File: config.mk
export PLATFORM = sky130hd
export DESIGN_NAME = get_packet_flat
export DESIGN_NICKNAME = d
export VERILOG_FILES = /design/src/rtl/get_packet_pkg.sv /design/src/rtl/get_packet_if.sv /design/src/rtl/get_packet_crc_strip.sv /design/src/rtl/get_packet.sv /design/src/flat_wrapper.sv
export SDC_FILE = /design/constraint.sdc
export NUM_CORES = 1
export LEC_CHECK = 0
export CAP_MARGIN = 10
export CORE_MARGIN = 2
export CORE_UTILIZATION = 25
export DETAILED_ROUTE_END_ITERATION = 6
export GPL_TIMING_DRIVEN = 0
export PLACE_DENSITY = 0.52
export SLEW_MARGIN = 0
export SYNTH_ARGS = -nofsm -noshare
export SYNTH_HDL_FRONTEND = slang
export SYNTH_SLANG_ARGS = --single-unit
export TNS_END_PERCENT = 30
File: constraint.sdc
create_clock -name clk -period 2.3 [get_ports clk]
set_input_delay 0.23 -clock clk [delete_from_list [all_inputs] [get_ports clk]]
set_output_delay 0.23 -clock clk [all_outputs]
set_load 0.02 [all_outputs]
File: src/rtl/get_packet_pkg.sv
// Shared definitions for the host receive packet engine: PID codes, SIE
// stream codes, RxPktStatus bit positions, FSM state encoding and small
// stream-code helpers.
package get_packet_pkg;

  localparam logic [3:0] PID_OUT   = 4'h1;
  localparam logic [3:0] PID_IN    = 4'h9;
  localparam logic [3:0] PID_SOF   = 4'h5;
  localparam logic [3:0] PID_SETUP = 4'hD;
  localparam logic [3:0] PID_DATA0 = 4'h3;
  localparam logic [3:0] PID_DATA1 = 4'hB;
  localparam logic [3:0] PID_ACK   = 4'h2;
  localparam logic [3:0] PID_NAK   = 4'hA;
  localparam logic [3:0] PID_STALL = 4'hE;

  localparam logic [7:0] RX_START             = 8'd0;
  localparam logic [7:0] RX_STREAM            = 8'd1;
  localparam logic [7:0] RX_STOP              = 8'd2;
  localparam logic [7:0] RX_STOP_CRC_ERR      = 8'd3;
  localparam logic [7:0] RX_STOP_BITSTUFF_ERR = 8'd4;

  localparam int ST_CRC_ERROR       = 0;
  localparam int ST_BIT_STUFF_ERROR = 1;
  localparam int ST_RX_OVERFLOW     = 2;
  localparam int ST_NAK_RXED        = 3;
  localparam int ST_STALL_RXED      = 4;
  localparam int ST_ACK_RXED        = 5;
  localparam int ST_DATA_SEQUENCE   = 6;
  localparam int ST_RX_TIME_OUT     = 7;
  localparam int ST_PID_ERROR       = 8;

  typedef enum logic [2:0] {
    S_IDLE, S_WAIT_PID, S_DATA, S_WAIT_STOP, S_FIN
  } state_t;

  // Any of the three stop codes terminates a packet.
  function automatic logic is_stop(input logic [7:0] code);
    return (code == RX_STOP) || (code == RX_STOP_CRC_ERR) ||
           (code == RX_STOP_BITSTUFF_ERR);
  endfunction

  // Status bits carried by the stop code itself.
  function automatic logic [8:0] stop_err(input logic [7:0] code);
    logic [8:0] m;
    m = '0;
    if (code == RX_STOP_CRC_ERR)      m[ST_CRC_ERROR]       = 1'b1;
    if (code == RX_STOP_BITSTUFF_ERR) m[ST_BIT_STUFF_ERROR] = 1'b1;
    return m;
  endfunction

endpackage

File: src/rtl/get_packet_if.sv
// Receive-engine bus: host control/status, SIE byte stream and RX FIFO
// write port. slave = the engine, master = whoever drives it.
interface get_packet_if;
  logic       getPacketEn;
  logic       getPacketRdy;
  logic [7:0] RxByteIn;
  logic [7:0] RxStreamStatusIn;
  logic       RxDataValid;
  logic [3:0] RxPID;
  logic [8:0] RxPktStatus;
  logic [7:0] fifoData;
  logic       fifoWEn;
  logic       fifoFull;
  logic [9:0] RxByteCount;

  modport master (
    output getPacketEn, RxByteIn, RxStreamStatusIn, RxDataValid, fifoFull,
    input  getPacketRdy, RxPID, RxPktStatus, fifoData, fifoWEn, RxByteCount
  );

  modport slave (
    input  getPacketEn, RxByteIn, RxStreamStatusIn, RxDataValid, fifoFull,
    output getPacketRdy, RxPID, RxPktStatus, fifoData, fifoWEn, RxByteCount
  );
endinterface

File: src/rtl/get_packet_crc_strip.sv
// Two-byte hold pipe. The last two bytes of a data packet are its CRC16,
// so a payload byte is only released once two newer bytes have arrived.
module get_packet_crc_strip (
  input  logic       clk,
  input  logic       rst,
  input  logic       push,
  input  logic       flush,
  input  logic [7:0] din,
  output logic [1:0] held,
  output logic       emit,
  output logic [7:0] emit_data
);
  logic [7:0] b0, b1;

  // A push into a full pipe pushes the oldest byte out.
  assign emit      = push && (held == 2'd2);
  assign emit_data = b0;

  // Shift register with occupancy count; flush wins over push.
  always_ff @(posedge clk) begin
    if (rst || flush) begin
      held <= 2'd0;
      b0   <= 8'd0;
      b1   <= 8'd0;
    end else if (push) begin
      case (held)
        2'd0: begin b0 <= din; held <= 2'd1; end
        2'd1: begin b1 <= din; held <= 2'd2; end
        default: begin b0 <= b1; b1 <= din; end
      endcase
    end
  end
endmodule

File: src/rtl/get_packet.sv
// Host receive packet engine: checks PID, classifies handshake/data,
// strips CRC16, writes payload into the RX FIFO and reports status.
// Optional: GET_PACKET_BYTE_COUNT_EN exposes the payload write count on
// RxByteCount; otherwise RxByteCount is tied to 0.
module get_packet
  import get_packet_pkg::*;
#(
  parameter int TIMEOUT_CYCLES = 720,
  parameter int MAX_PKT_BYTES  = 64
) (
  input logic         clk,
  input logic         rst,
  get_packet_if.slave bus
);
  localparam int TW = $clog2(TIMEOUT_CYCLES + 1);
  localparam logic [TW-1:0] TMAX = TW'(TIMEOUT_CYCLES - 1);
  localparam logic [9:0]    CMAX = 10'(MAX_PKT_BYTES);

  state_t        state, state_n;
  logic          rdy, rdy_n;
  logic [3:0]    pid, pid_n;
  logic [8:0]    st, st_n;
  logic [7:0]    wdata, wdata_n;
  logic          wen, wen_n;
  logic [TW-1:0] timer, timer_n;
  logic [9:0]    wr_cnt, wr_cnt_n;

  logic       push, flush, emit;
  logic [1:0] held;
  logic [7:0] emit_data;

  logic [7:0] code, rx;
  logic       tmo;
  assign code = bus.RxStreamStatusIn;
  assign rx   = bus.RxByteIn;
  assign tmo  = (timer == TMAX);

  get_packet_crc_strip u_strip (
    .clk(clk), .rst(rst), .push(push), .flush(flush), .din(rx),
    .held(held), .emit(emit), .emit_data(emit_data)
  );

  // State and registered outputs.
  always_ff @(posedge clk) begin
    if (rst) begin
      state  <= S_IDLE;
      rdy    <= 1'b1;
      pid    <= 4'd0;
      st     <= 9'd0;
      wdata  <= 8'd0;
      wen    <= 1'b0;
      timer  <= '0;
      wr_cnt <= 10'd0;
    end else begin
      state  <= state_n;
      rdy    <= rdy_n;
      pid    <= pid_n;
      st     <= st_n;
      wdata  <= wdata_n;
      wen    <= wen_n;
      timer  <= timer_n;
      wr_cnt <= wr_cnt_n;
    end
  end

  // Next state, next outputs and hold-pipe control.
  always_comb begin
    state_n  = state;
    rdy_n    = rdy;
    pid_n    = pid;
    st_n     = st;
    wdata_n  = wdata;
    wen_n    = 1'b0;
    timer_n  = timer;
    wr_cnt_n = wr_cnt;
    push     = 1'b0;
    flush    = 1'b0;
    case (state)
      S_IDLE: begin
        if (bus.getPacketEn) begin
          rdy_n    = 1'b0;
          st_n     = 9'd0;
          wr_cnt_n = 10'd0;
          timer_n  = '0;
          flush    = 1'b1;
          state_n  = S_WAIT_PID;
        end
      end
      S_WAIT_PID: begin
        if (bus.RxDataValid) begin
          timer_n = '0;
          state_n = S_WAIT_STOP;
          if (code == RX_START) begin
            pid_n = rx[3:0];
            if (rx[7:4] != ~rx[3:0]) st_n[ST_PID_ERROR] = 1'b1;
            else begin
              case (rx[3:0])
                PID_DATA0, PID_DATA1: begin
                  st_n[ST_DATA_SEQUENCE] = (rx[3:0] == PID_DATA1);
                  state_n = S_DATA;
                end
                PID_ACK:   st_n[ST_ACK_RXED]   = 1'b1;
                PID_NAK:   st_n[ST_NAK_RXED]   = 1'b1;
                PID_STALL: st_n[ST_STALL_RXED] = 1'b1;
                default:   st_n[ST_PID_ERROR]  = 1'b1;
              endcase
            end
          end else begin
            st_n[ST_PID_ERROR] = 1'b1;
          end
        end else if (tmo) begin
          st_n[ST_RX_TIME_OUT] = 1'b1;
          state_n = S_FIN;
        end else begin
          timer_n = timer + 1'b1;
        end
      end
      S_DATA: begin
        if (bus.RxDataValid) begin
          timer_n = '0;
          if (code == RX_STREAM) begin
            push = 1'b1;
            if (emit) begin
              if (bus.fifoFull || (wr_cnt >= CMAX)) begin
                st_n[ST_RX_OVERFLOW] = 1'b1;
              end else begin
                wen_n    = 1'b1;
                wdata_n  = emit_data;
                wr_cnt_n = wr_cnt + 10'd1;
              end
            end
          end else if (is_stop(code)) begin
            flush = 1'b1;
            st_n  = st | stop_err(code);
            if (held != 2'd2) st_n[ST_CRC_ERROR] = 1'b1;
            state_n = S_FIN;
          end else if (code == RX_START) begin
            flush = 1'b1;
            st_n[ST_PID_ERROR] = 1'b1;
            state_n = S_FIN;
          end
        end else if (tmo) begin
          flush = 1'b1;
          st_n[ST_RX_TIME_OUT] = 1'b1;
          state_n = S_FIN;
        end else begin
          timer_n = timer + 1'b1;
        end
      end
      S_WAIT_STOP: begin
        if (bus.RxDataValid) begin
          timer_n = '0;
          if (code == RX_STREAM) begin
            if (st[ST_ACK_RXED] || st[ST_NAK_RXED] || st[ST_STALL_RXED])
              st_n[ST_PID_ERROR] = 1'b1;
          end else if (is_stop(code)) begin
            st_n    = st | stop_err(code);
            state_n = S_FIN;
          end
        end else if (tmo) begin
          st_n[ST_RX_TIME_OUT] = 1'b1;
          state_n = S_FIN;
        end else begin
          timer_n = timer + 1'b1;
        end
      end
      S_FIN: begin
        rdy_n   = 1'b1;
        state_n = S_IDLE;
      end
      default: state_n = S_IDLE;
    endcase
  end

  assign bus.getPacketRdy = rdy;
  assign bus.RxPID        = pid;
  assign bus.RxPktStatus  = st;
  assign bus.fifoData     = wdata;
  assign bus.fifoWEn      = wen;
`ifdef GET_PACKET_BYTE_COUNT_EN
  assign bus.RxByteCount  = wr_cnt;
`else
  assign bus.RxByteCount  = 10'd0;
`endif
endmodule
File: src/flat_wrapper.sv
// flat-port wrapper written by rule: the top's interface ports become plain ports
module get_packet_flat import get_packet_pkg::*;
#(
  parameter int TIMEOUT_CYCLES = 720,
  parameter int MAX_PKT_BYTES  = 64
)
  (clk, rst, bus_getPacketEn, bus_RxByteIn, bus_RxStreamStatusIn, bus_RxDataValid, bus_fifoFull, bus_getPacketRdy, bus_RxPID, bus_RxPktStatus, bus_fifoData, bus_fifoWEn, bus_RxByteCount);
  get_packet_if bus_i ();
  input logic clk;
  input logic rst;
  input wire logic [$bits(bus_i.getPacketEn)-1:0] bus_getPacketEn;
  input wire logic [$bits(bus_i.RxByteIn)-1:0] bus_RxByteIn;
  input wire logic [$bits(bus_i.RxStreamStatusIn)-1:0] bus_RxStreamStatusIn;
  input wire logic [$bits(bus_i.RxDataValid)-1:0] bus_RxDataValid;
  input wire logic [$bits(bus_i.fifoFull)-1:0] bus_fifoFull;
  output wire logic [$bits(bus_i.getPacketRdy)-1:0] bus_getPacketRdy;
  output wire logic [$bits(bus_i.RxPID)-1:0] bus_RxPID;
  output wire logic [$bits(bus_i.RxPktStatus)-1:0] bus_RxPktStatus;
  output wire logic [$bits(bus_i.fifoData)-1:0] bus_fifoData;
  output wire logic [$bits(bus_i.fifoWEn)-1:0] bus_fifoWEn;
  output wire logic [$bits(bus_i.RxByteCount)-1:0] bus_RxByteCount;
  assign bus_i.getPacketEn = bus_getPacketEn;
  assign bus_i.RxByteIn = bus_RxByteIn;
  assign bus_i.RxStreamStatusIn = bus_RxStreamStatusIn;
  assign bus_i.RxDataValid = bus_RxDataValid;
  assign bus_i.fifoFull = bus_fifoFull;
  assign bus_getPacketRdy = bus_i.getPacketRdy;
  assign bus_RxPID = bus_i.RxPID;
  assign bus_RxPktStatus = bus_i.RxPktStatus;
  assign bus_fifoData = bus_i.fifoData;
  assign bus_fifoWEn = bus_i.fifoWEn;
  assign bus_RxByteCount = bus_i.RxByteCount;
  get_packet #(.TIMEOUT_CYCLES(TIMEOUT_CYCLES), .MAX_PKT_BYTES(MAX_PKT_BYTES)) u_core (.clk(clk), .rst(rst), .bus(bus_i));
endmodule
==> key figures <==
Yosys
  – Post-synthesis sequential area ratio: 0.407
  – Mux share of post-synthesis cell area: 0.0703
  – Adder-cell share of the synthesized area: 0.0119
  – Mapped Area: 3150 sq um
  – Synth Area in Compound Gates: 0.127
  – Ys Warns: 0
  – Synth Area in Simple Gates: 0.280
  – Cell count after synthesis: roughly 360
  – Main flop type after synthesis: dfxtp_1
  – Post-synth ARST share: 0
  – XOR/XNOR Fraction of Synth Area: 0.0361
  – Netlist cell types: 53
  – Post-synthesis register bit count: 64
  – Largest family of logic cells by synthesized area: simple AND/OR/NAND/NOR gates
  – Number of flops mapped to enable cells by yosys: 0
  – Avg Cell Area, Syn: 8.73 sq um

CTS
  – Clock Sinks: between 60 and 70
  – Post-CTS Resized: 0
  – Worst-Skew Late Latency: approximately 0.33 ns
  – Root buffer cell: clkbuf_16
  – CTS tree: yes
  – H-tree depth: 3
  – Post-CTS setup buffer count: 0
  – Clk slew on worst S/H paths: about 0.05 ns
  – Clock Path Buffers: 2
  – TritonCTS buffer count: 9
  – CTS Hold Buffers Added: 0

Placement
  – GPL Wtd Cong: a little over 0.8
  – Pre-CTS setup slack: -0.244 ns
  – Quantity of I/O buffers inserted on ports: 40
  – DP HPWL: between 6000 and 7000 um

Timing
  – Setup-failing EPs final: 0
  – Worst relative slew slack: 0.601
  – Final worst setup slack: about 0.21 ns
  – Clock Skew: 0.00522 ns
  – Final Max Slew Viols: 0
  – Worst Tran Pin Value: about 0.60 ns
  – Fmax: approximately 480 MHz
  – Fin crit period: around 2.1 ns
  – Fin. Hold Viols: 0
  – RSZ-0062 raised after global routing: no
  – Period Utilization, post-route: 0.910

Route
  – Antenna-violating nets left: 0
  – Post-DR vias/cell: about 4.5
  – WL/cell: ~14 um
  – Drt drc: 0
  – Drt first pass iters: 4
  – Detailed-route wire length: 8230 um
  – Initial DRC count: between 150 and 200
  – Via count: approximately 2700

Global route
  – Initial antenna violation count: 0
  – Global route overflow: 0
  – Largest net degree at the start of global routing: 11
  – Vias in the first global route: 2636
  – First-pass GRT wire length: roughly 13000 um
  – Total GRT Usage: 0.129

Pwr
  – Leakage dissipation: between 1 and 1.5 nW
  – Switching Share: 0.242
  – Pwr/cell area: 668 nW/um^2
  – Internal power: between 2 and 2.5 mW
  – Flop pwr share: 0.417
  – VDD IR max: 0.293 mV
  – Comb power frac: 0.110
  – Sw power: 0.661 mW
  – Power share of the clock group: 0.473

Worst setup path
  – Buf/Inv on CP: 2
  – R2R setup slack: 0.24 ns
  – Crit path largest cell delay: approximately 0.64 ns
  – Crit path cell chain: clkdlybuf4s50_1 -> nor4_4 -> nand3_4 -> nor3_4 -> buf_4 -> mux2i_1 -> nor2_1
  – Reg2reg path depth: 8
  – Crit path DAT: 2.29 ns
  – Delay-heaviest family, CP: simple AND/OR/NAND/NOR gates
  – CP startpoint kind: primary input
  – CP max-delay cell: clkdlybuf4s50_1
  – Critical Path RT: 2.49 ns
  – Crit path depth: 7
  – CP Capture Type: flop
  – CP max FO: 10
  – Reg2reg start: u_core.timer[0]
  – FF-to-FF End: u_core.u_strip.b1[6]
  – WS Path Type: in2reg

Layout
  – Util after Layout: 0.328
  – Commonest non-fill, non-tap cell in the layout: dfxtp_1
  – Filler Cell Count: around 1300
  – Layout cells sized above 1: 0.106
  – Antenna Cells: 0
  – Most frequent cells in the layout: dfxtp_1 (64), nor2_1 (56), clkdlybuf4s50_1 (40)
  – Layout area overhead: 29.7%
  – Final net count: 445

Die
  – Std-Cell Rows: a little over 40
  – Initial Util: 0.253
  – Core Region: 12500 sq um
  – Die area: roughly 14000 sq um
  – I/O pin total: 54
  – Die W: 116 um
  – Die Height: ~120 um

Run status
  – Status: finished, final reports clean

Worst hold path
  – Worst hold endpoint: u_core.bus.RxPktStatus[5]
  – Hold Crit Class: in2reg
  – HP Start: bus_RxByteIn[2]
  – Hold depth: 2

Run
  – Max cap viols: 0
-- cells by family (layout without fill, tap and decap cells) --
kind of cell    Yosys count  count (layout)
simple gates            164             164
flops                    64              64
compound gates           57              57
buf+inv                  37              93
mux                      22              22
xor+xnor                 13              13
fa+ha+maj                 3               3
other cells               1              10
-- state kept, by name, summed over array words and instances, names as in the netlist --
register	count
u_core.u_strip.b1	8
u_core.bus.RxPID	4
u_core.bus.fifoData	8
u_core.state	3
u_core.bus.fifoWEn	1
u_core.bus.RxPktStatus	9
u_core.u_strip.emit_data	8
u_core.bus.getPacketRdy	1
u_core.u_strip.held	2
u_core.wr_cnt	10
u_core.timer	10
-- Yosys cell counts, types with 2 or more instances --
| master | instances | area [sq um] |
|---|---|---|
| nand2b_1 | 8 | 50.1 |
| buf_2 | 6 | 30.0 |
| nand4_1 | 12 | 75.1 |
| xor2_1 | 5 | 43.8 |
| nand3_1 | 12 | 60.1 |
| ha_1 | 3 | 37.5 |
| o21a_1 | 2 | 15.0 |
| nand2_1 | 28 | 105 |
| a211o_1 | 3 | 26.3 |
| xnor2_1 | 8 | 70.1 |
| and3_1 | 4 | 25.0 |
| nand3b_1 | 2 | 15.0 |
| or3_1 | 4 | 25.0 |
| nor2_1 | 56 | 210 |
| buf_4 | 15 | 113 |
| nor3_1 | 7 | 35.0 |
| o21ai_0 | 11 | 55.1 |
| mux2i_1 | 21 | 210 |
| o21ai_1 | 3 | 15.0 |
| nor4_1 | 6 | 37.5 |
| nor4b_1 | 2 | 17.5 |
| a31oi_1 | 4 | 25.0 |
| o211ai_1 | 2 | 15.0 |
| or2_1 | 2 | 12.5 |
| clkbuf_1 | 9 | 33.8 |
| o31ai_1 | 6 | 45.0 |
| nor2b_1 | 5 | 31.3 |
| nor3_4 | 2 | 32.5 |
| a311oi_1 | 10 | 87.6 |
| and2_1 | 5 | 31.3 |
| a21oi_1 | 9 | 45.0 |
| dfxtp_1 | 64 | 1280 |
| inv_1 | 5 | 18.8 |
-- layout make-up --
cell class	count	area, sq um	area share
multi-input cells	269	1700	0.416
flip-flops and latches	64	1280	0.313
repair buffers	40	400	0.0979
clock buffers	12	236	0.0579
well taps	172	215	0.0526
plain buffers	31	188	0.0459
clock inverters	4	45.0	0.0110
inverters	6	22.5	0.00551
-- power groups by stage --
stage | sequential [mW] | combinational [mW] | clock, mW
CTS | 1.14 | 0.301 | 1.33
global route | 1.14 | 0.334 | 1.37
floorplan | 1.16 | 0.185 | 0
finish | 1.14 | 0.301 | 1.29
global placement | 1.16 | 0.298 | 0
detailed placement | 1.16 | 0.298 | 0
-- worst max-delay path by stage --
stage | from | endpoint
after floorplan | u_core.timer[0] | u_core.timer[8]
after global placement | bus_RxStreamStatusIn[2] | u_core.bus.fifoData[6]
after detailed placement | bus_RxStreamStatusIn[2] | u_core.bus.fifoData[3]
after CTS | u_core.timer[0] | u_core.u_strip.b1[6]
after global routing | u_core.timer[0] | u_core.u_strip.b1[5]
final | bus_RxStreamStatusIn[2] | u_core.bus.fifoData[3]
-- per-stage QoR --
| stage | power, mW | hold WS [ns] | cells | cell area [sq um] | TNS [ns] |
|---|---|---|---|---|---|
| final | 2.73 | 0.184 | 598 | 4090 | 0 |
| after global routing | 2.85 | 0.192 | 598 | 4090 | 0 |
| after CTS | 2.76 | 0.187 | 598 | 4080 | 0 |
| after detailed placement | 1.46 | 0.445 | 582 | 3800 | -4.57 |
| after global placement | 1.46 | 0.443 | 582 | 3800 | -4.15 |
| after floorplan | 1.35 | 0.374 | 370 | 3190 | 0 |
-- metal layers --
layer  GRT usage  part of all wire
met5           0                 0
met4      0.0619             0.027
met1       0.168              0.47
met3      0.0259             0.042
met2       0.203              0.46
Note: power is estimated with default switching activity, not from simulation.
